--- config.mk ---
export PLATFORM = sky130hd
export DESIGN_NAME = alu_arbiter
export DESIGN_NICKNAME = d
export VERILOG_FILES = /design/src/rtl/alu_pkg.sv /design/src/rtl/alu_arb_rr_pick.sv /design/src/rtl/alu_arbiter.sv
export SDC_FILE = /design/constraint.sdc
export NUM_CORES = 1
export LEC_CHECK = 0
export BUFFER_PORTS_ARGS = -buffer_cell sky130_fd_sc_hd__buf_2
export CORE_MARGIN = 2
export CORE_UTILIZATION = 41
export CTS_BUF_LIST = sky130_fd_sc_hd__clkbuf_2
export CTS_CLUSTER_DIAMETER = 120
export DETAILED_ROUTE_END_ITERATION = 7
export GPL_TIMING_DRIVEN = 1
export PLACE_DENSITY = 0.78
export SKIP_CTS_REPAIR_TIMING = 1
export SLEW_MARGIN = 15
export SYNTH_ARGS = -nofsm -noshare
export SYNTH_HDL_FRONTEND = slang
export SYNTH_SLANG_ARGS = --single-unit
export TNS_END_PERCENT = 5
--- constraint.sdc ---
create_clock -name clk -period 1.4 [get_ports clk]
set_input_delay 0.07 -clock clk [delete_from_list [all_inputs] [get_ports clk]]
set_output_delay 0.07 -clock clk [all_outputs]
set_load 0.01 [all_outputs]
--- src/rtl/alu_pkg.sv ---
// Shared ALU opcode and arbiter state types, used by the ALU decoder, the control unit and alu_arbiter.
package alu_pkg;

  typedef enum logic [2:0] {
    OP_ADD = 3'd0,
    OP_SUB = 3'd1,
    OP_AND = 3'd2,
    OP_OR  = 3'd3,
    OP_NOR = 3'd4,
    OP_XOR = 3'd5,
    OP_DIV = 3'd6,
    OP_SLT = 3'd7
  } alu_op_t;

  typedef enum logic [1:0] {
    IDLE = 2'd0,
    EXEC = 2'd1,
    RESP = 2'd2
  } arb_state_t;

  // True when the registered op is a divide whose divisor is zero.
  function automatic logic is_div_by_zero(input logic [2:0] op, input logic b_is_zero);
    return (op == 3'(OP_DIV)) && b_is_zero;
  endfunction

endpackage

--- src/rtl/alu_arb_rr_pick.sv ---
// Combinational 2-way round-robin picker: a lone valid wins outright, a tie goes to rr_ptr_i.
module alu_arb_rr_pick (
  input  logic [1:0] req_valid_i,
  input  logic       rr_ptr_i,
  output logic [1:0] grant_o,
  output logic       gnt_id_o
);

  // Grant selection.
  always_comb begin
    grant_o  = 2'b00;
    gnt_id_o = 1'b0;
    case (req_valid_i)
      2'b01: begin
        grant_o  = 2'b01;
        gnt_id_o = 1'b0;
      end
      2'b10: begin
        grant_o  = 2'b10;
        gnt_id_o = 1'b1;
      end
      2'b11: begin
        grant_o  = rr_ptr_i ? 2'b10 : 2'b01;
        gnt_id_o = rr_ptr_i;
      end
      default: begin
        grant_o  = 2'b00;
        gnt_id_o = 1'b0;
      end
    endcase
  end

endmodule

--- src/rtl/alu_arbiter.sv ---
// Round-robin sharing of one combinational ALU between execute stage (0) and address/branch unit (1).
// Optional macro ALU_ARB_DIVZERO_TRAP_EN: divide-by-zero returns all ones with resp_err set.
module alu_arbiter
  import alu_pkg::*;
#(
  parameter int WIDTH = 8
) (
  input  logic                  clk,
  input  logic                  reset_n,
  input  logic [1:0]            req_valid,
  output logic [1:0]            req_ready,
  input  logic [1:0][WIDTH-1:0] req_a,
  input  logic [1:0][WIDTH-1:0] req_b,
  input  logic [1:0][2:0]       req_op,
  output logic [WIDTH-1:0]      alu_a,
  output logic [WIDTH-1:0]      alu_b,
  output logic [2:0]            alu_op,
  input  logic [WIDTH-1:0]      alu_result,
  input  logic                  alu_zero,
  output logic                  resp_valid,
  input  logic                  resp_ready,
  output logic                  resp_id,
  output logic [WIDTH-1:0]      resp_result,
  output logic                  resp_zero,
  output logic                  resp_err
);

  arb_state_t       state_q, state_d;
  logic             rr_ptr_q;
  logic [1:0]       grant_s;
  logic             gnt_id_s;
  logic             hs_s;
  logic             trap_s;
  logic [WIDTH-1:0] cap_result_s;
  logic [WIDTH-1:0] alu_a_q, alu_b_q;
  logic [2:0]       alu_op_q;
  logic             resp_valid_q, resp_id_q, resp_zero_q, resp_err_q;
  logic [WIDTH-1:0] resp_result_q;

  alu_arb_rr_pick u_rr_pick (
    .req_valid_i (req_valid),
    .rr_ptr_i    (rr_ptr_q),
    .grant_o     (grant_s),
    .gnt_id_o    (gnt_id_s)
  );

  assign hs_s = |(req_valid & req_ready);

`ifdef ALU_ARB_DIVZERO_TRAP_EN
  assign trap_s = is_div_by_zero(alu_op_q, alu_b_q == {WIDTH{1'b0}});
`else
  assign trap_s = 1'b0;
`endif
  assign cap_result_s = trap_s ? {WIDTH{1'b1}} : alu_result;

  // State register.
  always_ff @(posedge clk or negedge reset_n) begin
    if (!reset_n) state_q <= IDLE;
    else          state_q <= state_d;
  end

  // Next-state logic.
  always_comb begin
    state_d = state_q;
    case (state_q)
      IDLE:    state_d = hs_s ? EXEC : IDLE;
      EXEC:    state_d = RESP;
      RESP:    state_d = (resp_valid_q && resp_ready) ? IDLE : RESP;
      default: state_d = IDLE;
    endcase
  end

  // Accept only while idle; the picker already limits the grant to one requester.
  always_comb begin
    req_ready = 2'b00;
    if (state_q == IDLE) req_ready = grant_s;
    else                 req_ready = 2'b00;
  end

  // Operand latch on grant, result capture after the ALU has settled for a full cycle.
  always_ff @(posedge clk or negedge reset_n) begin
    if (!reset_n) begin
      rr_ptr_q      <= 1'b0;
      alu_a_q       <= {WIDTH{1'b0}};
      alu_b_q       <= {WIDTH{1'b0}};
      alu_op_q      <= 3'b000;
      resp_valid_q  <= 1'b0;
      resp_id_q     <= 1'b0;
      resp_result_q <= {WIDTH{1'b0}};
      resp_zero_q   <= 1'b0;
      resp_err_q    <= 1'b0;
    end else begin
      if (state_q == IDLE && hs_s) begin
        alu_a_q   <= req_a[gnt_id_s];
        alu_b_q   <= req_b[gnt_id_s];
        alu_op_q  <= req_op[gnt_id_s];
        resp_id_q <= gnt_id_s;
        rr_ptr_q  <= ~gnt_id_s;
      end
      if (state_q == EXEC) begin
        resp_valid_q  <= 1'b1;
        resp_result_q <= cap_result_s;
        resp_zero_q   <= trap_s ? 1'b0 : alu_zero;
        resp_err_q    <= trap_s;
      end else if (state_q == RESP && resp_ready) begin
        resp_valid_q <= 1'b0;
      end
    end
  end

  assign alu_a       = alu_a_q;
  assign alu_b       = alu_b_q;
  assign alu_op      = alu_op_q;
  assign resp_valid  = resp_valid_q;
  assign resp_id     = resp_id_q;
  assign resp_result = resp_result_q;
  assign resp_zero   = resp_zero_q;
  assign resp_err    = resp_err_q;

endmodule
==> reports/qor.yml <==
clocking:
  cts.sinks: 33
  root_buffer: "clkbuf_2"
  cts_tree: "built"
  clk_pin_slew_ps: 150
  cts_buffers: 5
  clk_path_buf_depth: 2
  clkLatencyLatePin_ps: 360
  cts_max_level: 2
floorplan:
  fp.coreArea_um2: 3630
  dieWidth_um: 65.2
  dieHeight_um: 65.2
  num_rows: 22
  io_pins: 85
  dieArea_um2: 4250
  start_util: 0.423
layout:
  area_delta_synth_final_pct: 62.7
  postLayoutCoreUtil: 0.688
  fin_area_um2: 2500
  fillers: 275
  fin_cells: 310
  diodes: 0
  drive_above_1_share: 0.458
  nets: 314
sta:
  setup_viol: 8
  hold_ws_ps: 40.9
  hold_violations: 0
  finalWorstSetupSlack_ps: -185
  rsz0062_at_grt: "yes"
  finalClockSkew_ps: 11.2
  report.final.slew_viol_count: 0
  post-route-period-util: 1.13
  min_period_ps: 1590
  max_freq_ghz: 0.631
pwr:
  powerDensity_nw_per_um2: 1750
  netSwitchingFraction: 0.391
  vdd_ir_drop_max_mv: 0.814
  pwr-share-comb: 0.514
  static-leakage-power_nw: 1.20
  p_int_mw: 2.67
  power.switching_mw: 1.71
  p_seq_frac: 0.391
  clockPowerShare: 0.095
yosys:
  avgSynthCellArea_um2: 11.6
  ys_seq_elements: 33
  synth_cell_types: 27
  syn_nets: 184
  yosysSeqAreaShare: 0.537
  yosysWarnings: 0
  syn_inst: 132
  syn_area_um2: 1540
worst_setup_path:
  criticalPathCategory: "flop to output pin"
  required_ps: 1330
  crit_fanout: 4
  max_stage_delay_ps: 420
  crit_arrival_ps: 1520
  cpMaxStageDelayCell: "dfrtp_1"
  path_cells: "or3b_4 -> buf_8 -> nor2_4 -> buf_6"
  critical-path-top-delay-family: "simple AND/OR/NAND/NOR gates"
  path_buf_inv: 2
  critical_path.startpoint_type: "flop"
  cp-end-kind: "output pin"
grt:
  grt_use_total: 0.174
  grt_max_degree: 34
  grt_pass1_vias: 1325
  grt_pass1_wl_um: 5730
  grt-ovfl-total: 0
  antenna_found_initial: 0
placement:
  routabilityCongestion: 0.716
  port_buffers: 83
  place_inst: 262
  place_ws_ps: 9.31
  place_area_um2: 2030
  dp_hpwl_um: 2780
outcome:
  violations: "negative setup slack"
  outcome: "complete, but fails checks"
routing:
  viasPerCell: 5.08
  totalWireLength_um: 4490
  drt-initial-drc-count: 86
  ant_nets: 0
  dr.pass1.iters: 4
  wl_met1_um: 1850
  wire_per_inst_um: 14.5
  drc: 0
  met2WireLength_um: 2280
  highest-signal-layer: "met4"
  vias: 1575
  dr_wl_met3_um: 309
min_path:
  hold_class: "input port to flop"
job:
  maxCapViolations: 0
worst paths after layout:
check | start | endpoint | slack (ps) | cells after the start
worst max-delay path | state_q[0]$_DFF_PN0_ | req_ready[0] | -190 | 4
worst min-delay path | req_valid[0] | rr_ptr_q$_DFFE_PN0P_ | 40 | 3
worst max register to register | state_q[0]$_DFF_PN0_ | alu_a[0]$_DFFE_PN0P_ | -90 | 5
worst min register to register | resp_result[4]$_DFFE_PN0P_ | resp_result[4]$_DFFE_PN0P_ | 500 | 1
max in group asynchronous | reset_n | resp_zero$_DFFE_PN0P_ | 1020 | 3
min in group asynchronous | reset_n | alu_a[4]$_DFFE_PN0P_ | 210 | 3
flip-flops by register name, summed over array words and instances, names as in the netlist:
signal,count
resp_id,1
alu_b,8
resp_result,8
alu_op,3
rr_ptr_q,1
state_q,2
alu_a,8
resp_zero,1
resp_valid,1
worst min-delay path, stage by stage:
cell and delay [ps]:
buf_2 130, a21oi_1 130, a21oi_1 50
cell usage in the layout (no fill, tap or decap), types with 2 or more instances in the layout:
cell / count
inv_1: 2
nor2_1: 2
mux2_2: 4
a221o_1: 10
clkbuf_2: 6
buf_4: 9
nand3_1: 9
nor3b_2: 9
buf_2: 82
dlygate4sd3_1: 39
dfrtp_1: 33
mux2_1: 5
a21oi_1: 12
o21ai_0: 11
a31oi_1: 9
nand2_1: 2
metal layers:
layer / track usage / up-vias
met5: 0 / -
li1: - / 749
met4: 0.0781 / 0
met3: 0.0497 / 5
met1: 0.220 / 744
met2: 0.278 / 77
cells by family after synthesis:
group | count (synthesis) | synth area share
AOI/OAI and AO/OA | 43 | 0.182
DFF | 33 | 0.537
muxes | 9 | 0.0660
other | 1 | 0.00244
and+or+nand+nor | 33 | 0.163
buffers and inverters | 13 | 0.0497
cells in the mapped netlist:
master	n	area (µm²)
dfrtp_1	33	826
or3b_1	1	8.76
and2_2	1	7.51
a21oi_1	12	60.1
inv_2	1	3.75
mux2_1	5	56.3
a21o_1	1	7.51
mux2_2	4	45.0
nor2_1	3	11.3
o21ai_0	11	55.1
nand2b_1	2	12.5
nor3b_1	1	7.51
a31oi_1	9	56.3
conb_1	1	3.75
inv_1	2	7.51
and3_4	1	11.3
nor2b_1	2	12.5
clkbuf_1	2	7.51
buf_2	4	20.0
or2_1	1	6.26
buf_6	2	22.5
nand2_1	2	7.51
nor3b_2	9	113
buf_4	2	15.0
nand3_1	9	45.0
and2b_1	1	7.51
a221o_1	10	100
per-stage QoR:
stage | total power, mW | setup TNS, ps
after floorplan | 2.97 | 0
after global placement | 3.72 | 0
after detailed placement | 3.78 | 0
after CTS | 4.19 | -477
after global routing | 4.68 | -3180
final | 4.38 | -675
final cells by class:
| cell class | instances | area (µm²) | share of cell area |
|---|---|---|---|
| Sequential cell | 33 | 826 | 0.330 |
| Clock buffer | 6 | 30.0 | 0.0120 |
| Multi-Input combinational cell | 86 | 654 | 0.262 |
| Tap cell | 48 | 60.1 | 0.0240 |
| Clock inverter | 1 | 3.75 | 0.00150 |
| Inverter | 3 | 11.3 | 0.00450 |
| Timing Repair Buffer | 133 | 915 | 0.366 |
power by group through the flow:
stage	sequential, mW	clock (mW)	combinational, mW
floorplan	1.91	0	1.06
global placement	1.71	0	2.00
detailed placement	1.72	0	2.06
CTS	1.70	0.431	2.06
global route	1.76	0.478	2.45
finish	1.71	0.414	2.25
Power figures use the tool's default switching activity.
